[config.mk]
export PLATFORM = sky130hd
export DESIGN_NAME = mem_arbiter
export DESIGN_NICKNAME = d
export VERILOG_FILES = /design/src/rtl/mem_arbiter.sv
export SDC_FILE = /design/constraint.sdc
export NUM_CORES = 1
export LEC_CHECK = 0
export CAP_MARGIN = 20
export CORE_MARGIN = 5
export CORE_UTILIZATION = 50
export CTS_BUF_LIST = sky130_fd_sc_hd__clkbuf_8
export DETAILED_ROUTE_END_ITERATION = 6
export GPL_TIMING_DRIVEN = 0
export PLACE_DENSITY = 0.85
export SLEW_MARGIN = 20
export SYNTH_ARGS = -nofsm -noshare
export SYNTH_HDL_FRONTEND = slang
export SYNTH_SLANG_ARGS = --single-unit
[constraint.sdc]
create_clock -name clk -period 2.6 [get_ports clk]
set_input_delay 0.65 -clock clk [delete_from_list [all_inputs] [get_ports clk]]
set_output_delay 0.65 -clock clk [all_outputs]
set_load 0.03 [all_outputs]
[src/rtl/mem_arbiter.sv]
// mem_arbiter: shares one main-memory port between ICache reads and DCache
// reads/writes. One transaction at a time: grant, issue with stall
// handshake, optional read wait with timeout, one-cycle done pulse.
// Also keeps saturating grant counters per requester.
//
// Ports:
//   clk, rst                 clock, async active-low reset
//   i_req/i_addr             ICache read request (held until i_done)
//   i_done/i_rdata           ICache completion pulse and read data
//   d_req/d_wr/d_addr/d_wdata DCache request (held until d_done)
//   d_done/d_rdata           DCache completion pulse and read data
//   err                      read timeout flag, pulses with done
//   busy                     high whenever a transaction is in flight
//   mem_req/mem_wr/mem_addr/mem_wdata  memory request side
//   mem_stall/mem_rvalid/mem_rdata     memory response side
//   i_grant_cnt/d_grant_cnt  saturating grant counters
module mem_arbiter #(
  parameter int unsigned ADDR_W  = 16,
  parameter int unsigned DATA_W  = 16,
  parameter int unsigned TIMEOUT = 15,
  parameter int unsigned CNT_W   = 16
) (
  input  logic              clk,
  input  logic              rst,
  input  logic              i_req,
  input  logic [ADDR_W-1:0] i_addr,
  output logic              i_done,
  output logic [DATA_W-1:0] i_rdata,
  input  logic              d_req,
  input  logic              d_wr,
  input  logic [ADDR_W-1:0] d_addr,
  input  logic [DATA_W-1:0] d_wdata,
  output logic              d_done,
  output logic [DATA_W-1:0] d_rdata,
  output logic              err,
  output logic              busy,
  output logic              mem_req,
  output logic              mem_wr,
  output logic [ADDR_W-1:0] mem_addr,
  output logic [DATA_W-1:0] mem_wdata,
  input  logic              mem_stall,
  input  logic              mem_rvalid,
  input  logic [DATA_W-1:0] mem_rdata,
  output logic [CNT_W-1:0]  i_grant_cnt,
  output logic [CNT_W-1:0]  d_grant_cnt
);

  // Timer only needs to count up to TIMEOUT-1 before the abort decision.
  localparam int unsigned TMR_W = (TIMEOUT < 2) ? 1 : $clog2(TIMEOUT);

  typedef enum logic [1:0] {S_IDLE, S_ISSUE, S_WAIT, S_DONE} state_t;

  state_t           state_q;
  logic             owner_d_q;   // 1 = DCache owns the current transaction
  logic             last_d_q;    // 1 = DCache was granted last
  logic             wr_q;
  logic [TMR_W-1:0] timer_q;
  logic             gnt_d;

  // On a tie, grant the side that was not granted last.
  assign gnt_d = d_req & (~i_req | ~last_d_q);

  // Single-process FSM; every output is a register updated on transitions.
  always_ff @(posedge clk or negedge rst) begin
    if (!rst) begin
      state_q     <= S_IDLE;
      owner_d_q   <= 1'b0;
      last_d_q    <= 1'b1;
      wr_q        <= 1'b0;
      timer_q     <= '0;
      busy        <= 1'b0;
      mem_req     <= 1'b0;
      mem_wr      <= 1'b0;
      mem_addr    <= '0;
      mem_wdata   <= '0;
      i_done      <= 1'b0;
      d_done      <= 1'b0;
      err         <= 1'b0;
      i_rdata     <= '0;
      d_rdata     <= '0;
      i_grant_cnt <= '0;
      d_grant_cnt <= '0;
    end else begin
      i_done <= 1'b0;
      d_done <= 1'b0;
      err    <= 1'b0;
      unique case (state_q)
        S_IDLE: begin
          if (i_req || d_req) begin
            owner_d_q <= gnt_d;
            wr_q      <= gnt_d & d_wr;
            mem_addr  <= gnt_d ? d_addr : i_addr;
            mem_wdata <= gnt_d ? d_wdata : '0;
            mem_req   <= 1'b1;
            mem_wr    <= gnt_d & d_wr;
            busy      <= 1'b1;
            state_q   <= S_ISSUE;
            if (gnt_d) begin
              if (d_grant_cnt != '1) d_grant_cnt <= d_grant_cnt + CNT_W'(1);
            end else begin
              if (i_grant_cnt != '1) i_grant_cnt <= i_grant_cnt + CNT_W'(1);
            end
          end
        end
        S_ISSUE: begin
          if (!mem_stall) begin
            mem_req <= 1'b0;
            mem_wr  <= 1'b0;
            timer_q <= '0;
            if (wr_q) begin
              i_done  <= ~owner_d_q;
              d_done  <= owner_d_q;
              state_q <= S_DONE;
            end else begin
              state_q <= S_WAIT;
            end
          end
        end
        S_WAIT: begin
          // Data arriving on the final timer cycle still wins over the abort.
          if (mem_rvalid) begin
            if (owner_d_q) d_rdata <= mem_rdata;
            else           i_rdata <= mem_rdata;
            i_done  <= ~owner_d_q;
            d_done  <= owner_d_q;
            state_q <= S_DONE;
          end else if (timer_q == TMR_W'(TIMEOUT - 1)) begin
            i_done  <= ~owner_d_q;
            d_done  <= owner_d_q;
            err     <= 1'b1;
            state_q <= S_DONE;
          end else begin
            timer_q <= timer_q + TMR_W'(1);
          end
        end
        S_DONE: begin
          last_d_q <= owner_d_q;
          busy     <= 1'b0;
          state_q  <= S_IDLE;
        end
        default: state_q <= S_IDLE;
      endcase
    end
  end

endmodule

# Word level (Yosys, flattened, before mapping)

Index checks and enable logic that the tools add are counted.

Flip-flop bits (word level): 111
Input bits: 71
Output and inout bits: 102
Word-level logic and storage cells: 83

Add/subtract/negate cells: 3
Eq/ne operators: 11
Mux-type cells: 31
Bitwise logic cells: 7
Reduce and logical (&&, ||, !) cells: 14

Operators with widths:

| kind                                                                  | count |
|---|---|
| 16-bit by 1-bit adder with 16-bit output, second input constant       | 2 |
| 16-bit 2-to-1 mux                                                     | 2 |
| 16-bit != test, second input constant                                 | 2 |
| 1-bit 2-to-1 mux                                                      | 15 |
| 4-bit 2-to-1 mux                                                      | 3 |
| 3-bit AND reduction                                                   | 4 |
| 4-bit AND reduction                                                   | 3 |
| 1-bit one-hot mux with 2 select lines                                 | 5 |
| 2-bit 2-to-1 mux                                                      | 4 |
| 2-bit != test, second input constant                                  | 4 |
| 2-bit one-hot mux with 4 select lines                                 | 1 |
| 4-bit one-hot mux with 2 select lines                                 | 1 |
| 2-bit nonzero test                                                    | 3 |
| 4-bit by 1-bit adder with 4-bit output, second input constant         | 1 |
| 2-bit equality test, second input constant                            | 2 |
| 4-bit equality test, second input constant                            | 1 |
| 1-bit inverter                                                        | 4 |
| 2-bit AND reduction                                                   | 2 |
| 3-bit != test, second input constant                                  | 1 |
| 1-bit bitwise AND                                                     | 2 |
| 2-bit by 1-bit equality test with 1-bit output, second input constant | 1 |
| 2-bit logical NOT                                                     | 1 |
| 1-bit logical OR                                                      | 1 |
| 1-bit OR                                                              | 1 |

# Logic depth before layout (Yosys ltp)

Depth after elaboration: 6
Mapped depth: 7
Mapped depth without buffers: 6

# Worst setup path after synthesis

No wires, ideal clock.

Path kind: reg2reg
From: register d_grant_cnt[0]
To: register d_grant_cnt[1]
Library setup time: 125 ps
Arrival time: 1799 ps
Required time: 2475 ps
Path slack: 676 ps
Stages on the path, launching flop included: 6
Path buffers: 0
Period minus slack after synthesis: 1924 ps
Cell sequence: dfrtp_1 -> ha_1 -> nand3_4 -> nor4_4 -> nor2_2 -> mux2_4

Longest elaborated chain between the ends: 2
Elaborated cells between the ends (all ways): 3
Those cells by class: add/sub (1); eq/ne (1); reduce/logical (1)

Ends and longest elaborated chain:

| what                                                                                             | line | RTL |
|---|---|---|
| from (decl)                                                                                      | 45   | `output logic [CNT_W-1:0] d_grant_cnt` |
| from (signal assigned)                                                                           | 99   | `if (d_grant_cnt != '1) d_grant_cnt <= d_grant_cnt + CNT_W'(1);` |
| parallel branches: the longest is 2 deep, another holds 16-bit by 1-bit adder with 16-bit output | --   |  |

Several ways; the timed one is not identified.
A chain may end at the register's enable or synchronous reset.

# Final worst setup path

From: register d_grant_cnt[11]
To: output port d_grant_cnt[11]

No word-level cell between the ends.

==> impl_metrics.env <==
export IMPL_start_util_pct=51.7
export IMPL_tightest_slew_ns=0.678
export IMPL_crit_slowest_cell="clkdlybuf4s50_1"
export IMPL_ir_worst_vdd_v=0.000717
export IMPL_pre_cts_slack_ns=0.0446
export IMPL_grt_pass1_wl_um=20500
export IMPL_h_tree_depth=3
export IMPL_wl_per_cell_um=18.2
export IMPL_rsz0062_at_grt="false"
export IMPL_path_cells="clkdlybuf4s50_1"
export IMPL_detail_route_vias_per_cell=5.44
export IMPL_cts_resized=0
export IMPL_setup_viol=0
export IMPL_numCtsBuffers=9
export IMPL_post_cts_setup_buffers=0
export IMPL_crit_buf_inv=1
export IMPL_skew_ns=0.0138
export IMPL_rrSetupSlack_ns=0.47
export IMPL_period_minus_slack_ns=2.25
export IMPL_wl_um=12800
export IMPL_antenna_found_initial=0
export IMPL_rows=35
export IMPL_power_density_mw_per_mm2=1120
export IMPL_clk_pin_slew_ns=0.11
export IMPL_synth_top_area_share_pct=57.4
export IMPL_grt_remaining_overflow=0
export IMPL_drtAntennaViolNets=0
export IMPL_cts_tree="built"
export IMPL_critPathMaxFanout=7
export IMPL_yosysMostFrequentCell="dfrtp_1"
export IMPL_yosysSeqAreaShare_pct=57.9
export IMPL_port_buffers=171
export IMPL_crit_cells=1
export IMPL_reg2reg_depth=7
export IMPL_dp_cells=684
export IMPL_synth_top_cell_by_area="dfrtp_1"
export IMPL_end_kind="primary output"
export IMPL_ys_seq_elements=111
export IMPL_synth_distinct_cells=50
export IMPL_drtIter0Drc=231
export IMPL_dieArea_mm2=0.0117
export IMPL_drv_cap=0
export IMPL_critPathArrivalTime_ns=1.60
export IMPL_remaining_drc_errors=0
export IMPL_synthFlopType="dfrtp_1"
export IMPL_crit_path_start_kind="register"
export IMPL_hold_buffers=0
export IMPL_synthTopCellsByArea="dfrtp_1, mux2_2, xor2_1"
export IMPL_fmax_mhz=445
export IMPL_whs_ns=0.191
export IMPL_place_congestion=0.810
export IMPL_ctsLongestPathBuffers=2
export IMPL_clk_latency_ns=0.37
export IMPL_grt_pass1_vias=3964
export IMPL_cp_top_family="buffers and inverters"
export IMPL_antennaDiodeCount=0
export IMPL_fin_crit_sh_pct=86.5
export IMPL_drtPass1Iterations=5
export IMPL_synth_nets=463
export IMPL_r2r_start="state_q[0]"
export IMPL_layout_setup_ws_ns=0.352
export IMPL_ioPinCount=173
export IMPL_cts_sinks=111
export IMPL_dr_total_vias=3807
export IMPL_crit_path_start="d_grant_cnt[11]"
export IMPL_grt_max_degree=68
export IMPL_chipHeight_um=108
export IMPL_critPathMaxStageDelay_ns=0.73
export IMPL_drive_above_1_share_pct=12.6
export IMPL_synth_edf_count=0
export IMPL_ys_async_sr_fraction_pct=100
export IMPL_reg2reg_to="mem_addr[8]"
export IMPL_netlist_top_cells_count="dfrtp_1, mux2_2, xor2_1"
export IMPL_slew_limit_headroom_pct=54.5
export IMPL_required_ns=1.95
export IMPL_core_mm2=0.00928
export IMPL_hold_viol_final=0
export IMPL_syn_inst=383
export IMPL_cts_root_buf="clkbuf_8"
export IMPL_fin_cells=700
export IMPL_syn_avg_cell_area_um2=12.5
export IMPL_path_class="reg -> out"
export IMPL_cp_endpoint="d_grant_cnt[11]"
export IMPL_synthesis_area_mm2=0.00480
export IMPL_dieWidth_um=108
export IMPL_tns_ns=0
export IMPL_track_usage_pct=22.4
export IMPL_yosysWarnings=0
export IMPL_finalMaxSlewViolations=0
export IMPL_hp_class="in -> async"
export IMPL_p_total_uw=7730
export IMPL_p_leak_uw=0.00313
export IMPL_dpl_hpwl_um=9610
export IMPL_status="finished, final reports clean"
export IMPL_final_nets=646
export IMPL_area_growth_syn_to_layout_pct=43.4
==> metrics by stage <==
step / util, % / cell area (um2)
floorplan: - / 4800
global placement: 71.9 / 6670
detailed placement: 72.2 / 6700
CTS: 74.1 / 6880
global route: 74.1 / 6880
finish: 74.1 / 6880
==> sequential cells by signal, summed over array words and instances (netlist names), 2 cells and up <==
register	count
mem_wdata	16
mem_addr	16
timer_q	4
state_q	2
i_rdata	16
d_grant_cnt	16
i_grant_cnt	16
d_rdata	16
==> layout by cell type (no fill, tap or decap), types with 2 or more instances in the layout <==
master,n
inv_6,2
ha_1,9
a2111oi_2,2
nand2_1,21
nand2b_1,2
a22o_1,17
buf_2,8
clkdlybuf4s50_1,170
mux2_2,34
clkinv_4,2
nor4b_1,2
clkbuf_1,5
nand3_1,17
and3_1,3
xor2_1,28
o21a_1,2
nor2_1,9
nor2b_1,2
nor4_1,9
o21ai_0,6
clkbuf_8,10
nor3_1,10
nor3b_1,3
o2bb2ai_1,2
nand4_1,9
dfrtp_1,110
a21oi_1,7
a21o_1,2
and4_1,2
inv_1,23
nor4b_2,2
a222oi_1,16
==> how the worst min path moves through the flow <==
stage                        end  start  cells past startpoint
floorplan                   busy    rst                      0
global placement            wr_q   wr_q                      2
detailed placement          wr_q   wr_q                      2
CTS                 mem_wdata[9]    rst                      1
global route        mem_wdata[9]    rst                      1
finish              mem_wdata[9]    rst                      1
==> cell families after synthesis <==
family	synth area share, %
and+or+nand+nor	12.0
muxes	8.29
xor gates and xnor gates	5.29
DFF	57.9
adders and majority gates	2.35
AOI/OAI and AO/OA	11.0
buffers and inverters	3.21
==> routing by layer <==
metal  track usage (%)  wire length [um]  share of wire (%)
met5                 0                 0                  0
met4              5.14               176                1.4
met3              6.99               754                5.9
met2              37.7              6680                 52
met1              28.5              5150                 40
==> final cells by class <==
class	count	area (um2)
buffer	15	71.3
clock buffer	10	138
clock inverter	6	43.8
fill	656	2400
inverter	22	82.6
multi-input combinational	235	1870
sequential	111	2780
tap	129	161
timing repair buffer	172	1740
==> power breakdown <==
part | leakage (uW) | internal (uW) | switching [uW]
sequential | 0.00141 | 2360 | 433
clock | 0.0000984 | 381 | 586
combinational | 0.00161 | 1750 | 2210
No activity file was read; power rests on OpenSTA's default activity.
